`config.mk`:
```
export PLATFORM = sky130hd
export DESIGN_NAME = isdu_control
export DESIGN_NICKNAME = d
export VERILOG_FILES = /design/src/rtl/isdu_control.sv
export SDC_FILE = /design/constraint.sdc
export NUM_CORES = 1
export LEC_CHECK = 0
export CAP_MARGIN = 20
export CORE_ASPECT_RATIO = 0.9
export CORE_MARGIN = 1
export CORE_UTILIZATION = 48
export DETAILED_ROUTE_END_ITERATION = 12
export MAX_ROUTING_LAYER = met4
export PLACE_DENSITY = 0.82
export SYNTH_ARGS = -nofsm -noshare
export SYNTH_HDL_FRONTEND = slang
export SYNTH_SLANG_ARGS = --single-unit
```
`constraint.sdc`:
```
create_clock -name Clk -period 4.8 [get_ports Clk]
set_input_delay 1.2 -clock Clk [delete_from_list [all_inputs] [get_ports Clk]]
set_output_delay 1.2 -clock Clk [all_outputs]
set_load 0.01 [all_outputs]
```
`src/rtl/isdu_control.sv`:
```
// rtl/isdu_control.sv - LC-3 subset fetch/decode/execute sequencer
module isdu_control #(
    parameter int unsigned MEM_WAIT = 3
) (
    input  logic       Clk,
    input  logic       Reset,
    input  logic       Run,
    input  logic       Continue,
    input  logic [3:0] Opcode,
    input  logic       IR_5,
    input  logic       IR_11,
    input  logic       BEN,
    output logic       LD_MAR,
    output logic       LD_MDR,
    output logic       LD_IR,
    output logic       LD_BEN,
    output logic       LD_CC,
    output logic       LD_REG,
    output logic       LD_PC,
    output logic       LD_LED,
    output logic       GatePC,
    output logic       GateMDR,
    output logic       GateALU,
    output logic       GateMARMUX,
    output logic [1:0] PCMUX,
    output logic       DRMUX,
    output logic       SR1MUX,
    output logic       SR2MUX,
    output logic       ADDR1MUX,
    output logic [1:0] ADDR2MUX,
    output logic [1:0] ALUK,
    output logic       Mem_OE,
    output logic       Mem_WE
);

    typedef enum logic [4:0] {
        HALTED, S_18, MR_FETCH, S_35, S_32, S_01, S_05, S_09, S_00, S_22,
        S_12, S_04, S_21, S_06, MR_LDR, S_27, S_07, S_23, M_W,
        PAUSE_IR1, PAUSE_IR2
    } state_t;

    localparam logic [2:0] WAIT_LAST = 3'(MEM_WAIT - 1);

    state_t     state_q, state_d;
    logic [2:0] cnt_q, cnt_d;
    logic       mem_last;

    // JSRR is not supported, so IR[11] has no effect on sequencing.
    logic unused_ir11;
    assign unused_ir11 = IR_11;

    assign mem_last = (cnt_q == WAIT_LAST);

    always_comb begin
        state_d = state_q;
        cnt_d   = cnt_q;
        case (state_q)
            HALTED:    if (Run) state_d = S_18;
            S_18: begin
                state_d = MR_FETCH;
                cnt_d   = '0;
            end
            MR_FETCH:  if (mem_last) state_d = S_35; else cnt_d = cnt_q + 3'd1;
            S_35:      state_d = S_32;
            S_32: begin
                case (Opcode)
                    4'b0001: state_d = S_01;
                    4'b0101: state_d = S_05;
                    4'b1001: state_d = S_09;
                    4'b0000: state_d = S_00;
                    4'b1100: state_d = S_12;
                    4'b0100: state_d = S_04;
                    4'b0110: state_d = S_06;
                    4'b0111: state_d = S_07;
                    4'b1101: state_d = PAUSE_IR1;
                    default: state_d = S_18;
                endcase
            end
            S_01, S_05, S_09, S_22, S_12, S_21, S_27: state_d = S_18;
            S_00:      state_d = BEN ? S_22 : S_18;
            S_04:      state_d = S_21;
            S_06: begin
                state_d = MR_LDR;
                cnt_d   = '0;
            end
            MR_LDR:    if (mem_last) state_d = S_27; else cnt_d = cnt_q + 3'd1;
            S_07:      state_d = S_23;
            S_23: begin
                state_d = M_W;
                cnt_d   = '0;
            end
            M_W:       if (mem_last) state_d = S_18; else cnt_d = cnt_q + 3'd1;
            PAUSE_IR1: if (Continue) state_d = PAUSE_IR2;
            PAUSE_IR2: if (!Continue) state_d = S_18;
            default:   state_d = HALTED;
        endcase
    end

    always_ff @(posedge Clk) begin
        if (!Reset) begin
            state_q <= HALTED;
            cnt_q   <= '0;
        end else begin
            state_q <= state_d;
            cnt_q   <= cnt_d;
        end
    end

    // Moore decode of the current state; SR2MUX alone follows IR_5 live.
    always_comb begin
        LD_MAR = 1'b0; LD_MDR = 1'b0; LD_IR = 1'b0; LD_BEN = 1'b0;
        LD_CC = 1'b0; LD_REG = 1'b0; LD_PC = 1'b0; LD_LED = 1'b0;
        GatePC = 1'b0; GateMDR = 1'b0; GateALU = 1'b0; GateMARMUX = 1'b0;
        PCMUX = 2'b00; DRMUX = 1'b0; SR1MUX = 1'b0; SR2MUX = 1'b0;
        ADDR1MUX = 1'b0; ADDR2MUX = 2'b00; ALUK = 2'b00;
        Mem_OE = 1'b1; Mem_WE = 1'b1;
        case (state_q)
            S_18: begin
                GatePC = 1'b1; LD_MAR = 1'b1; LD_PC = 1'b1;
            end
            MR_FETCH, MR_LDR: begin
                Mem_OE = 1'b0;
                LD_MDR = mem_last;
            end
            S_35: begin
                GateMDR = 1'b1; LD_IR = 1'b1;
            end
            S_32: LD_BEN = 1'b1;
            S_01, S_05, S_09: begin
                SR1MUX = 1'b1; GateALU = 1'b1; LD_REG = 1'b1; LD_CC = 1'b1;
                ALUK = (state_q == S_01) ? 2'b00 : (state_q == S_05) ? 2'b01 : 2'b10;
                SR2MUX = (state_q == S_09) ? 1'b0 : IR_5;
            end
            S_22: begin
                ADDR2MUX = 2'b10; PCMUX = 2'b10; LD_PC = 1'b1;
            end
            S_12: begin
                SR1MUX = 1'b1; ADDR1MUX = 1'b1; PCMUX = 2'b10; LD_PC = 1'b1;
            end
            S_04: begin
                GatePC = 1'b1; DRMUX = 1'b1; LD_REG = 1'b1;
            end
            S_21: begin
                ADDR2MUX = 2'b11; PCMUX = 2'b10; LD_PC = 1'b1;
            end
            S_06, S_07: begin
                SR1MUX = 1'b1; ADDR1MUX = 1'b1; ADDR2MUX = 2'b01;
                GateMARMUX = 1'b1; LD_MAR = 1'b1;
            end
            S_27: begin
                GateMDR = 1'b1; LD_REG = 1'b1; LD_CC = 1'b1;
            end
            S_23: begin
                ALUK = 2'b11; GateALU = 1'b1; LD_MDR = 1'b1;
            end
            M_W:       Mem_WE = 1'b0;
            PAUSE_IR1: LD_LED = 1'b1;
            default: ;
        endcase
    end

endmodule
```
Word-level counts from Yosys, hierarchy flattened --
Memory sizes are Yosys's and may differ from the RTL's. Cells that the tools add are included.
Storage, ports and cells: register bits after elaboration 8, ROM bits 80, input bits 11, output and inout port bits 24, logic and storage cells 86, memories 1
Memories:
- (name not given) | words 16, width 5, rd ports 1, clocked after memory_dff 0, wr ports 0, RTL line 66 | case (Opcode)
Cells by class: $add $sub $neg 1, eq/ne operators 28, mux-type cells 34, reduce and logical (&&, ||, !) cells 20
Operator list (count):
- $pmux 5 s15 | 1
- $eq 5x4->1 const B | 8
- $mux 5 | 6
- $eq 5x5->1 const B | 5
- $eq 5x3->1 const B | 4
- $mux 1 | 18
- $reduce_or 3->1 | 6
- $ne 2x2->1 const B | 7
- $reduce_or 4->1 | 3
- $eq 5x2->1 const B | 2
- $reduce_or 2->1 | 4
- $reduce_or 7->1 | 1
- $mux 2 | 3
- $pmux 2 s3 | 1
- $pmux 3 s2 | 1
- $reduce_and 6->1 | 1
- $reduce_or 6->1 | 1
- $eq 5x1->1 const B | 1
- $logic_not 5->1 | 1
- $reduce_or 5->1 | 1
- $mux 4 | 1
- $pmux 2 s2 | 1
- $add 3x1->3 const B | 1
- $eq 3x2->1 const B | 1
- 4 further kinds | 4

Logic depth before layout (Yosys ltp) --
depth after elaboration 4, gate-level depth with buffers 7, gate-level depth less buffers 6

Worst setup path before layout --
OpenSTA, ideal clock, no wires.
kind input -> output, start point input port IR_5, end point output port SR2MUX, arrival time 1.615 ns, required time 3.600 ns, setup slack 1.985 ns, stages 1, path buffers 0, path through nor4b_1
On the way: word-level cells in the longest chain between the ends 2
RTL lines:
- start: declaration | RTL line 10 | input logic IR_5,
- $mux 1 | RTL line 132 | SR2MUX = (state_q == S_09) ? 1'b0 : IR_5;
- $mux 1 | RTL line 117 | case (state_q)
- end: declaration | RTL line 28 | output logic SR2MUX,
Every way passes these cells.

Final worst setup path --
Ends and elaborated chain as after synthesis.

==> flow_summary.json <==
{
  "synth.avg_cell_area_um2": 6.64,
  "drt_iter0_markers": 53,
  "start_kind": "primary input",
  "drt-pass1-iter-count": 4,
  "drive_gt1_frac": 0.0513,
  "final_common_cell": "clkdlybuf4s50_1",
  "first_global_vias": 1191,
  "arrival_ns": 2.49,
  "cts_buffer_depth": 2,
  "nFillCells": 200,
  "slew_headroom": 0.444,
  "port_buffers": 32,
  "netlist_area_mm2": 0.00115,
  "hp-class": "reg -> reg",
  "drc": 0,
  "gp_congestion": 0.832,
  "fin_setup_tns_ns": 0,
  "track_usage": 0.266,
  "period_needed_ns": 3.69,
  "clk_pin_slew_ns": 0.06,
  "post-cts-setup-buffers": 0,
  "max-vdd-ir-drop_v": 0.000377,
  "clock_latency_ns": 0.26,
  "antenna_found_initial": 0,
  "fin_skew_ns": 0.00631,
  "synth_edf_count": 0,
  "cp.buffers_inverters": 2,
  "synth_ff_type": "dfxtp_1",
  "cts_tree": "yes",
  "crit_fanout": 1,
  "cp_common_cell": "clkdlybuf4s50_1",
  "floorplan.rows": 16,
  "ys_top_cells_by_area": "dfxtp_1, a21oi_1, nor2_1",
  "finalCritPeriodShare": 0.770,
  "report.final.slew_viol_count": 0,
  "synth.distinct_cells": 48,
  "coreArea_mm2": 0.00222,
  "seq_area_frac_synth": 0.139,
  "path_delay_family": "buffers and inverters",
  "synth_top_area_frac": 0.139,
  "power_density_mw_per_mm2": 308,
  "wl_per_cell_um": 14.0,
  "yosysWarnings": 0,
  "wirelength_mm": 3.11,
  "cp-end-kind": "output port",
  "tightest_slew_ns": 0.832,
  "vias": 1332,
  "cts_root_buf": "clkbuf_4",
  "setup_ws_ns": 1.11,
  "required_ns": 3.60,
  "die_h_um": 48.4,
  "postRouteAntennaNets": 0,
  "p_leak_uw": 0.000539,
  "cts_buffers": 3,
  "cts.repair.resized": 0,
  "fmax_mhz": 271,
  "design.die.area_mm2": 0.00259,
  "layout_common_cells": "clkdlybuf4s50_1, nor2_1, a21oi_1",
  "crit_path_top_delay_cell": "clkdlybuf4s50_1",
  "io_pins": 35,
  "synth_top_cell_by_area": "dfxtp_1",
  "syn_nets": 190,
  "worstPathCellList": "clkdlybuf4s50_1 -> nor4b_1 -> clkdlybuf4s50_1",
  "start_util": 0.517,
  "criticalPathCategory": "in -> out",
  "die_w_um": 53.6,
  "grt_pass1_wl_mm": 5.14,
  "place_ws_ns": 1.10,
  "vias_per_cell": 6.00,
  "area_growth_pct": 26.9,
  "antennaDiodeCount": 0,
  "nets": 214,
  "final-setup-viol-count": 0,
  "htreeDepth": 1,
  "dp_hpwl_mm": 2.30,
  "grt_max_degree": 26,
  "clock-sinks": 8,
  "synth_seq_cells": 8,
  "status": "finished, final reports clean",
  "ys_async_sr_fraction": 0,
  "cap_violations": 0,
  "grt_overflow_total": 0,
  "netlist_instances": 173,
  "hold_violations": 0,
  "rsz0062_at_grt": "no",
  "max_stage_delay_ns": 0.59,
  "hold_buffers": 0
}
-- flip-flops by register name, summed over array words and instances (netlist names) --
name,count
state_q,5
cnt_q,3
-- cell usage after synthesis, types with 3 or more instances --
master	number
o211ai_1	6
nand3_1	5
nand2b_1	5
nand2_1	17
nor3_1	7
nand4_1	3
a21oi_1	18
nor2b_1	5
mux2_2	3
ha_1	6
and3_1	4
inv_1	7
nor2_1	21
buf_2	9
nand3b_1	3
o21ai_0	4
o21a_1	3
dfxtp_1	8
-- area by class of cell --
type | instances | area, µm² | share of cell area
Clock buffer | 3 | 22.5 | 0.0155
Inverter | 9 | 36.3 | 0.0249
Multi-Input combinational cell | 142 | 877 | 0.602
Sequential cell | 8 | 160 | 0.110
Tap cell | 27 | 33.8 | 0.0232
Timing Repair Buffer | 33 | 328 | 0.225
-- worst paths after layout --
path / start / endpoint / slack [ns] / cells after the start
max reg2reg: state_q[2] / cnt_q[2] / 2.65 / 4
max: IR_5 / SR2MUX / 1.11 / 3
min: cnt_q[2] / cnt_q[2] / 0.48 / 2
min reg2reg: cnt_q[2] / cnt_q[2] / 0.48 / 2
-- stage by stage --
stage / instances / power (µW) / hold WS (ns) / area, µm² / util
after floorplan: 173 / 312 / 0.454 / 1150 / -
after global placement: 219 / 383 / 0.462 / 1440 / 0.646
after detailed placement: 219 / 391 / 0.479 / 1440 / 0.646
after CTS: 222 / 445 / 0.488 / 1460 / 0.656
after global routing: 222 / 488 / 0.525 / 1460 / 0.656
final: 222 / 449 / 0.483 / 1460 / 0.656
-- routing by layer --
metal | wire length (µm) | global-route usage | up-vias | share of wire
met1 | 1450 | 0.321 | 610 | 0.47
met4 | 11 | 0.0482 | 0 | 0.0035
met5 | 0 | - | - | 0
li1 | - | - | 671 | -
met2 | 1520 | 0.448 | 48 | 0.49
met3 | 134 | 0.0566 | 3 | 0.043
-- tightest hold or removal path, stage by stage, from the launching register on --
cell and delay [ns]:
dfxtp_1 0.31, o21ai_0 0.07, a21oi_1 0.06
-- where the power goes --
group | leakage [µW] | switching, µW | internal [µW]
combinational | 0.000460 | 144 | 125
sequential | 0.0000651 | 49.2 | 78.5
clock | 0.0000138 | 23.4 | 28.6
-- kinds of logic (layout without fill, tap and decap cells) --
group	after synthesis	after routing	synth area share
other	1	1	0.00326
AND/OR/NAND/NOR	82	82	0.375
XOR/XNOR	2	2	0.0153
flip-flops	8	8	0.139
buffers and inverters	23	45	0.0970
adder cells (fa/ha/maj)	6	6	0.0654
AO/OA/AOI/OAI	48	48	0.276
multiplexers	3	3	0.0294
No activity file was read; power rests on OpenSTA's default activity.
